[src/rtl/trap_ctrl.sv]
// Trap controller: arbitrates exceptions, interrupts and MRET, issues a one-cycle
// request to the CSR unit, then waits for its acknowledge to redirect fetch.
module trap_ctrl #(
    parameter int unsigned ACK_TIMEOUT = 7
) (
    input  logic        clk,
    input  logic        rst,
    input  logic        ex_valid,
    input  logic [3:0]  ex_cause,
    input  logic [31:0] ex_pc,
    input  logic [31:0] ex_tval,
    input  logic        mret_req,
    input  logic        inst_valid,
    input  logic [31:0] inst_pc,
    input  logic        irq_msip,
    input  logic        irq_mtip,
    input  logic        irq_meip,
    input  logic        mstatus_mie,
    input  logic [31:0] mie,
    input  logic        csr_exception,
    input  logic        csr_mret,
    input  logic [31:0] csr_mtvec,
    input  logic [31:0] csr_mepc,
    output logic        trap_exception,
    output logic        trap_mret,
    output logic [31:0] trap_epc,
    output logic [3:0]  trap_ecause,
    output logic [31:0] trap_etval,
    output logic        trap_int,
    output logic        flush,
    output logic        busy,
    output logic        redirect_valid,
    output logic [31:0] redirect_pc,
    output logic        ack_err
);

    typedef enum logic [1:0] {IDLE, ISSUE, WAIT} state_t;

    localparam logic [3:0] TIMEOUT = 4'(ACK_TIMEOUT);

    state_t      state_q, state_d;
    logic [3:0]  cnt_q, cnt_d;
    logic        mret_q, mret_d;
    logic [31:0] epc_q, epc_d;
    logic [3:0]  cause_q, cause_d;
    logic [31:0] tval_q, tval_d;
    logic        int_q, int_d;

    logic        meip_en, msip_en, mtip_en, irq_take;
    logic [3:0]  irq_code;
    logic        ack_match;

    assign meip_en  = irq_meip & mie[11];
    assign msip_en  = irq_msip & mie[3];
    assign mtip_en  = irq_mtip & mie[7];
    assign irq_take = inst_valid & mstatus_mie & (meip_en | msip_en | mtip_en);
    assign irq_code = meip_en ? 4'd11 : (msip_en ? 4'd3 : 4'd7);
    assign ack_match = mret_q ? csr_mret : csr_exception;

    always_comb begin
        state_d        = state_q;
        cnt_d          = cnt_q;
        mret_d         = mret_q;
        epc_d          = epc_q;
        cause_d        = cause_q;
        tval_d         = tval_q;
        int_d          = int_q;
        trap_exception = 1'b0;
        trap_mret      = 1'b0;
        flush          = 1'b0;
        redirect_valid = 1'b0;
        redirect_pc    = 32'd0;
        ack_err        = 1'b0;

        unique case (state_q)
            IDLE: begin
                // Trap info is only replaced by an exception or interrupt; MRET keeps it.
                if (ex_valid) begin
                    state_d = ISSUE;
                    mret_d  = 1'b0;
                    epc_d   = ex_pc;
                    cause_d = ex_cause;
                    tval_d  = ex_tval;
                    int_d   = 1'b0;
                    flush   = 1'b1;
                end else if (irq_take) begin
                    state_d = ISSUE;
                    mret_d  = 1'b0;
                    epc_d   = inst_pc;
                    cause_d = irq_code;
                    tval_d  = 32'd0;
                    int_d   = 1'b1;
                    flush   = 1'b1;
                end else if (mret_req) begin
                    state_d = ISSUE;
                    mret_d  = 1'b1;
                    flush   = 1'b1;
                end
            end
            ISSUE: begin
                flush          = 1'b1;
                trap_exception = ~mret_q;
                trap_mret      = mret_q;
                cnt_d          = 4'd0;
                state_d        = WAIT;
            end
            WAIT: begin
                flush = 1'b1;
                if (ack_match) begin
                    redirect_valid = 1'b1;
                    redirect_pc    = mret_q ? csr_mepc : csr_mtvec;
                    state_d        = IDLE;
                end else begin
                    cnt_d = cnt_q + 4'd1;
                    if (cnt_d == TIMEOUT) begin
                        ack_err = 1'b1;
                        state_d = IDLE;
                    end
                end
            end
            default: state_d = IDLE;
        endcase

        // Pulses are suppressed while reset is held so an abort never leaks a redirect.
        if (rst) begin
            trap_exception = 1'b0;
            trap_mret      = 1'b0;
            flush          = 1'b0;
            redirect_valid = 1'b0;
            ack_err        = 1'b0;
        end
    end

    assign busy        = (state_q != IDLE) & ~rst;
    assign trap_epc    = epc_q;
    assign trap_ecause = cause_q;
    assign trap_etval  = tval_q;
    assign trap_int    = int_q;

    always_ff @(posedge clk) begin
        if (rst) begin
            state_q <= IDLE;
            cnt_q   <= 4'd0;
            mret_q  <= 1'b0;
            epc_q   <= 32'd0;
            cause_q <= 4'd0;
            tval_q  <= 32'd0;
            int_q   <= 1'b0;
        end else begin
            state_q <= state_d;
            cnt_q   <= cnt_d;
            mret_q  <= mret_d;
            epc_q   <= epc_d;
            cause_q <= cause_d;
            tval_q  <= tval_d;
            int_q   <= int_d;
        end
    end

endmodule

[config.mk]
export PLATFORM = sky130hd
export DESIGN_NAME = trap_ctrl
export DESIGN_NICKNAME = d
export VERILOG_FILES = /design/src/rtl/trap_ctrl.sv
export SDC_FILE = /design/constraint.sdc
export NUM_CORES = 1
export LEC_CHECK = 0
export ABC_AREA = 1
export CAP_MARGIN = 20
export CORE_AREA = 2 2 122 124
export CTS_CLUSTER_SIZE = 8
export DETAILED_ROUTE_END_ITERATION = 8
export DIE_AREA = 0 0 124 126
export DONT_BUFFER_PORTS = 1
export PLACE_DENSITY_LB_ADDON = 0.12
export SLEW_MARGIN = 5
export SYNTH_ARGS = -nofsm -noshare
export SYNTH_HDL_FRONTEND = slang
export SYNTH_SLANG_ARGS = --single-unit
[constraint.sdc]
create_clock -name clk -period 3.1 [get_ports clk]
set_input_delay 0.93 -clock clk [delete_from_list [all_inputs] [get_ports clk]]
set_output_delay 0.93 -clock clk [all_outputs]
set_load 0.01 [all_outputs]
# Yosys cells after proc, flatten, opt, wreduce, memory -nomap -nowiden
# Cells that the tools add are included.
[op_classes] addsub=1 n_eq_ne=6 n_mux=41 bitwise_logic=10 reduce_logical=10
[ops] cell="$mux W32" count=7
[ops] cell="$mux W1" count=21
[ops] cell="$mux W4" count=4
[ops] cell="$mux W2" count=5
[ops] cell="$pmux W4 S2" count=1
[ops] cell="$reduce_and A2 Y1" count=4
[ops] cell="$and A1 B1 Y1" count=6
[ops] cell="$pmux W2 S3" count=1
[ops] cell="$reduce_bool A2 Y1" count=3
[ops] cell="$add A4 B1 Y4 const B" count=1
[ops] cell="$eq A4 B3 Y1 const B" count=1
[ops] cell="$ne A4 B4 Y1 const B" count=1
[ops] cell="$mux W3" count=1
[ops] cell="$ne A3 B3 Y1 const B" count=1
[ops] cell="$reduce_bool A3 Y1" count=1
[ops] cell="$eq A2 B1 Y1 const B" count=1
[ops] cell="$eq A2 B2 Y1 const B" count=1
[ops] cell="$logic_not A2 Y1" count=1
[ops] cell="$ne A2 B2 Y1 const B" count=1
[ops] cell="$not A1 Y1" count=2
[ops] cell="$or A1 B1 Y1" count=2
[ops] cell="$pmux W1 S2" count=1
[ops] cell="$reduce_or A2 Y1" count=1
[totals] regBits=76 output_inout_bits=107 word_cells=75

# Longest topological paths before layout
# Gate-level depths: netlist of run 1.
[logic_depth] ltp_word=8 depth_mapped=10 ltp_nobuf=10

# Worst setup path after synthesis of run 1
# No wires, ideal clock.
[synth_path] kind="input port to output port" startpoint="in rst" endpoint="out flush" t_arrival_ps=1739 t_required_ps=2170 path_slack_ps=431 stages=5 path_cell_list="buf_2 > inv_2 > clkbuf_1 > o21ai_0 > nor2_1"
[synth_via] elab_chain_len=1
[synth_lines] element="start: declaration" line_no="7" source="input logic rst,"
[synth_lines] element="$mux W1" line_no="125" source="if (rst) begin"
[synth_lines] element="end: declaration" line_no="30" source="output logic flush,"
# No other way between the ends.

# Worst setup path after layout of run 1
[layout_path] startpoint="in irq_msip" endpoint="out flush"
[layout_via] elab_chain_len=8
[layout_lines] element="start: declaration" line_no="15" source="input logic irq_msip,"
[layout_lines] element="$and A1 B1 Y1" line_no="54" source="assign msip_en = irq_msip & mie[3];"
[layout_lines] element="$or A1 B1 Y1 (2 in series)" line_no="56" source="assign irq_take = inst_valid & mstatus_mie & (meip_en | msip_en | mtip_en);"
[layout_lines] element="$and A1 B1 Y1" line_no="56"
[layout_lines] element="$mux W1" line_no="86" source="end else if (irq_take) begin"
[layout_lines] element="$mux W1" line_no="78" source="if (ex_valid) begin"
[layout_lines] element="$pmux W1 S2" line_no="75" source="unique case (state_q)"
[layout_lines] element="$mux W1" line_no="125"
# No other way between the ends.

==> results.tsv, run 1 <==
stage	metric	value	unit
finish	share of cells above drive strength 1	5.603	%
finish	NumNets Final	797	
synth	Seq/Total Area, Yosys	40.45	%
synth	syn avg cell area	6.269	µm²
placed_design	HPWL Detailed	8902	µm
clock_tree	TritonCTS clock tree	yes	
synth	YS warnings	0	
worst_setup_path	CP arrival	1850	ps
sta	RSZ-0062 raised after global routing	false	
worst_setup_path	crit path max fanout	3	
worst_setup_path	most used cell, CP	nand2_1	
clock_tree	post-CTS resize count	0	
floorplanning	starting density of the core	26.28	%
worst_setup_path	Crit Path Class	primary input to output pin	
finish	ant diodes	0	
job	max_cap viols	0	
pwr	Max VDD drop	239.9	µV
detailed_routing	WL/cell	15.66	µm
worst_setup_path	Startpoint Class	primary input	
floorplanning	I/O pins	314	
clock_tree	Post-CTS Setup Bufs	0	
pwr	Pwr Density	609.0	nW/µm²
worst_hold_path	hold path start	cnt_q[3]$_SDFFE_PP0P_	
worst_hold_path	worst min path class	flip-flop to flip-flop	
detailed_routing	vias per cell	4.788	
sta	Worst-Margin Slew	621.6	ps
finish	# fillers	1581	
worst_setup_path	Critical Path, Cell by Cell	nand2_1 -> nand3_1 -> nand2_1 -> a21boi_0 -> o21ai_0 -> nor2_1	
floorplanning	Die Ht	126	µm
sta	Final Cycle Share	89.76	%
finish	P&R area growth vs syn	10.91	%
worst_setup_path	R2R depth	6	
floorplanning	Rows	44	
detailed_routing	via count	3701	
synth	Mapped Cells	600	
worst_setup_path	crit path buf inv count	0	
sta	clock skew	9.479	ps
sta	endpoints failing setup	0	
worst_setup_path	reg2reg end	trap_etval[31]$_SDFFE_PP0P_	
clock_tree	CTS Buf Count	9	
global_route	total global routing overflow	0	
sta	setup TNS	0	ps
global_route	antenna violations before repair	0	
floorplanning	die area	15620	µm²
worst_hold_path	Hold EP	cnt_q[3]$_SDFFE_PP0P_	
synth	Synthesized Nets	813	
sta	Fin Hold WS	485.5	ps
floorplanning	Die W	124	µm
clock_tree	CTS sink cnt	76	
clock_tree	clk slew on worst S/H paths	60	ps
global_route	global-route wire length before repair	18030	µm
pwr	Lkg Pwr	0.001777	µW
synth	#FFs+latches synth	76	
detailed_routing	number of DRC markers in iteration 0	139	
placed_design	PortBufs	0	
clock_tree	root buffer selected by CTS	clkbuf_16	
synth	Mapped Area	3761	µm²
detailed_routing	Total Wirelength	12100	µm
clock_tree	# H-tree levels	3	
outcome	status	finished, final reports clean	
floorplanning	core area	14310	µm²
placed_design	Inst Count DP	757	
worst_setup_path	family with the most delay on the worst path	simple AND/OR/NAND/NOR gates	
detailed_routing	DRC violations left	0	
synth	count of unique library cells instantiated by Yosys	20	
clock_tree	Hold Buf Count CTS	0	
worst_setup_path	CP max stage cell	nor2_1	
sta	Achievable Freq	0.3594	GHz
sta	Final Hold Viols	0	
clock_tree	clk_lat worst skew	350	ps
worst_setup_path	max incr delay on CP	300	ps
global_route	largest net degree at the start of global routing	47	
sta	final slew viol count	0	
finish	Layout Cells excl Fill	773	
global_route	vias in the first global route	3445	
worst_hold_path	Min-Delay Path Depth	2	
worst_setup_path	Worst Path Required	2170	ps
detailed_routing	antenna viol nets, final	0	
detailed_routing	Initial DRT Pass Iterations	4	
worst_setup_path	setup slack, reg-to-reg	1410	ps
global_route	gr usage total	15.23	%
sta	Slew HR	58.41	%
placed_design	Final Wtd Congestion	0.7672	
worst_setup_path	CP Capture Type	output pin	
sta	Tmin final	2783	ps
clock_tree	CTS max path bufs	2	
worst_setup_path	worst r2r src	state_q[0]$_SDFFE_PP0P_	
==> tightest hold or removal path: stages (launching register included) <==
cell and delay [ps]:
dfxtp_1 320, nand2_1 60, a21oi_1 60
==> kinds of logic (layout without fill, tap and decap cells) <==
kind of cell	Yosys count	in the layout	share of synthesized area, %
compound gates	111	111	14.84
fa+ha+maj	6	6	1.996
buf+inv	55	44	6.786
flops	76	76	40.45
simple gates	352	352	35.93
==> area by class of cell <==
cell class	count	area, µm²	area share (%)
clock buffer	9	225.2	5.399
inverter	17	63.81	1.530
sequential	76	1521	36.47
multi-input combinational	469	1984	47.57
timing repair buffer	11	82.58	1.980
clock inverter	7	63.81	1.530
tap	184	230.2	5.519
==> synth_stat cells <==
master,instances,area [µm²]
o21ai_0,19,95.09
nor2_1,9,33.78
a21oi_1,73,365.4
buf_6,4,45.04
a21boi_0,1,7.510
nand2_1,327,1227
nand3_1,8,40.04
nand2_2,1,6.260
nand3_2,1,10.01
clkbuf_1,17,63.81
inv_2,4,15.01
nand4_1,2,12.51
buf_2,15,75.07
ha_1,6,75.07
nor3_1,3,15.01
dfxtp_1,76,1521
o21ai_1,18,90.09
inv_1,13,48.80
buf_1,2,7.510
or2_0,1,6.260
==> through the flow <==
| stage | total power (µW) | cell area [µm²] | util [%] | worst slack [ps] |
|---|---|---|---|---|
| 2_1_floorplan | 1459 | 3761 | - | 430.6 |
| 3_5_place_dp | 1537 | 3882 | 27.12 | 266.2 |
| 5_1_grt | 2698 | 4172 | 29.14 | 95.49 |
| 3_3_place_gp | 1528 | 3882 | 27.12 | 270.4 |
| 6_report | 2540 | 4172 | 29.14 | 317.4 |
| 4_1_cts | 2594 | 4172 | 29.14 | 264.8 |
==> sequential cells by signal, summed over array words and instances (netlist names) <==
register,cells
trap_etval,32
state_q,2
trap_epc,32
mret_q,1
cnt_q,4
trap_ecause,4
trap_int,1
==> metal layers <==
| metal | global-route usage (%) | share of wire (%) |
|---|---|---|
| met5 | 0 | 0 |
| met4 | 5.750 | 1.5 |
| met3 | 5.435 | 10 |
| met2 | 27.57 | 50 |
| met1 | 15.89 | 38 |
==> worst max path at each step <==
stage	cells past startpoint	end	slack (ps)	start
6_report	6	flush	320	irq_msip
5_1_grt	6	flush	100	irq_msip
4_1_cts	6	flush	260	irq_msip
3_5_place_dp	6	flush	270	irq_msip
3_3_place_gp	6	flush	270	irq_msip
2_1_floorplan	5	flush	430	rst
==> cell usage in the layout, fill, tap and decap left out, drive strengths merged, types with 3 or more instances in the layout <==
master / Yosys / routed
nand2: 328 / 328
nor2: 9 / 9
buf: 21 / 11
a21oi: 73 / 73
nand3: 9 / 9
ha: 6 / 6
dfxtp: 76 / 76
clkbuf: 17 / 9
o21ai: 37 / 37
nor3: 3 / 3
inv: 17 / 21
==> report_power, final <==
part           switching [µW]  internal [µW]
Combinational             250            112
Clock                     477            560
Sequential               89.6           1050
(Power assumes the default switching activity.)
==> inputs of run 2 (changes only) <==
--- a/config.mk
+++ b/config.mk
@@ -13,7 +13,6 @@
 export DIE_AREA = 0 0 124 126
 export DONT_BUFFER_PORTS = 1
 export PLACE_DENSITY_LB_ADDON = 0.12
-export SLEW_MARGIN = 5
 export SYNTH_ARGS = -nofsm -noshare
 export SYNTH_HDL_FRONTEND = slang
 export SYNTH_SLANG_ARGS = --single-unit
==> results of run 2 <==
Final layout, timing and power as in run 1 (identical DEF).
==> inputs of run 3 (changes only) <==
--- a/config.mk
+++ b/config.mk
@@ -12,6 +12,7 @@
 export DETAILED_ROUTE_END_ITERATION = 8
 export DIE_AREA = 0 0 124 126
 export DONT_BUFFER_PORTS = 1
+export MAX_ROUTING_LAYER = met4
 export PLACE_DENSITY_LB_ADDON = 0.12
 export SYNTH_ARGS = -nofsm -noshare
 export SYNTH_HDL_FRONTEND = slang
==> results.tsv, run 3 (same netlist as run 1, synthesis figures left out) <==
stage	metric	value	unit
outcome	status	finished, final reports clean	
floorplanning	Rows	44	
sta	Final WS setup	315.8	ps
pwr	Max VDD drop	236.3	µV
worst_setup_path	worst r2r src	state_q[0]$_SDFFE_PP0P_	
worst_setup_path	reg2reg end	trap_etval[31]$_SDFFE_PP0P_	
placed_design	PortBufs	0	
pwr	Pwr Density	607.7	nW/µm²
worst_setup_path	setup slack, reg-to-reg	1390	ps
sta	Tmin final	2784	ps
clock_tree	CTS sink cnt	76	
finish	FF+latch area	1521	µm²
worst_setup_path	R2R depth	6	
clock_tree	Post-CTS Setup Bufs	0	
floorplanning	core area	14310	µm²
placed_design	Final Wtd Congestion	0.7774	
clock_tree	post-CTS resize count	0	
clock_tree	CTS Buf Count	9	
detailed_routing	number of DRC markers in iteration 0	158	
clock_tree	CTS max path bufs	2	
floorplanning	Die W	124	µm
worst_hold_path	worst min path class	flip-flop to flip-flop	
sta	Final Hold Viols	0	
sta	clock skew	9.551	ps
placed_design	Inst Count DP	757	
clock_tree	Hold Buf Count CTS	0	
sta	Worst-Margin Slew	623.0	ps
detailed_routing	Total Wirelength	12110	µm
finish	Multi-input gate area	1984	µm²
finish	NumNets Final	797	
worst_setup_path	Crit Path Class	primary input to output pin	
finish	Layout Cells excl Fill	773	
worst_hold_path	Min-Delay Path Depth	2	
detailed_routing	WL/cell	15.67	µm
floorplanning	starting density of the core	26.28	%
placed_design	dpl ws	266.2	ps
worst_setup_path	Worst Path Required	2170	ps
finish	P&R area growth vs syn	10.91	%
finish	fin util	29.14	%
clock_tree	clk slew on worst S/H paths	60	ps
finish	leading cell type in the layout, fill and taps excluded	nand2_1	
finish	most frequent cells in the layout	nand2_1, dfxtp_1, a21oi_1, o21ai_0, o21ai_1	
worst_setup_path	crit path max fanout	3	
global_route	antenna violations before repair	0	
worst_setup_path	Startpoint Class	primary input	
finish	share of cells above drive strength 1	5.603	%
placed_design	HPWL Detailed	8902	µm
finish	ant diodes	0	
sta	RSZ-0062 raised after global routing	false	
worst_setup_path	Setup crit end	flush	
global_route	vias in the first global route	3452	
global_route	total global routing overflow	0	
detailed_routing	Initial DRT Pass Iterations	4	
clock_tree	clk_lat worst skew	350	ps
worst_setup_path	CP arrival	1850	ps
detailed_routing	antenna viol nets, final	0	
detailed_routing	DRC violations left	0	
global_route	largest net degree at the start of global routing	47	
sta	final slew viol count	0	
sta	Final Cycle Share	89.81	%
worst_setup_path	CP Capture Type	output pin	
floorplanning	die area	15620	µm²
clock_tree	TritonCTS clock tree	yes	
sta	setup TNS	0	ps
job	max_cap viols	0	
worst_setup_path	Worst Setup SP	irq_msip	
floorplanning	Die Ht	126	µm
detailed_routing	via count	3696	
sta	Achievable Freq	0.3592	GHz
sta	Slew HR	58.32	%
clock_tree	root buffer selected by CTS	clkbuf_16	
sta	endpoints failing setup	0	
global_route	global-route wire length before repair	18030	µm
global_route	gr usage total	15.70	%
finish	# fillers	1581	
clock_tree	# H-tree levels	3	
pwr	Lkg Pwr	0.001777	µW
detailed_routing	vias per cell	4.781	
floorplanning	I/O pins	314	
[run 3: cell counts in the layout (fill, tap and decap cells not counted)]
No cell type changed its count.
[run 3: where the power goes]
group          internal, µW  switching [µW]
logic                   112             250
registers              1050            89.8
clock network           560             472
total                  1720             812
[run 3: area by class of cell]
class	instances	share of cell area [%]
inverter	17	1.530
timing repair buffer	11	1.980
clock buffer	9	5.399
sequential	76	36.47
clock inverter	7	1.530
tap	184	5.519
multi-input combinational	469	47.57
[run 3: worst max-delay path: stages]
cell and delay (ps):
nand2_1 80, nand3_1 110, nand2_1 80, a21boi_0 230, o21ai_0 120, nor2_1 310
[run 3: metrics by stage]
stage / power (µW) / hold slack, ps / area, µm²
after floorplan: 1459 / 458.1 / 3761
after global placement: 1528 / 466.2 / 3882
after detailed placement: 1537 / 467.3 / 3882
after CTS: 2594 / 483.1 / 4172
after global routing: 2700 / 522.0 / 4172
final: 2535 / 483.6 / 4172
[run 3: worst min path at each step]
| stage | from | end | slack, ps |
|---|---|---|---|
| 2_1_floorplan | cnt_q[3]$_SDFFE_PP0P_ | cnt_q[3]$_SDFFE_PP0P_ | 460 |
| 3_5_place_dp | cnt_q[3]$_SDFFE_PP0P_ | cnt_q[3]$_SDFFE_PP0P_ | 470 |
| 3_3_place_gp | cnt_q[3]$_SDFFE_PP0P_ | cnt_q[3]$_SDFFE_PP0P_ | 470 |
| 5_1_grt | cnt_q[3]$_SDFFE_PP0P_ | cnt_q[3]$_SDFFE_PP0P_ | 520 |
| 6_report | cnt_q[3]$_SDFFE_PP0P_ | cnt_q[3]$_SDFFE_PP0P_ | 480 |
| 4_1_cts | cnt_q[3]$_SDFFE_PP0P_ | cnt_q[3]$_SDFFE_PP0P_ | 480 |
[run 3: metal layers]
layer | vias to the layer above | routed length (µm) | track usage (%)
li1 | 1859 | - | -
met2 | 192 | 6072 | 27.44
met3 | 12 | 1178 | 4.665
met5 | - | 0 | -
met1 | 1633 | 4652 | 16.31
met4 | 0 | 207 | 6.345
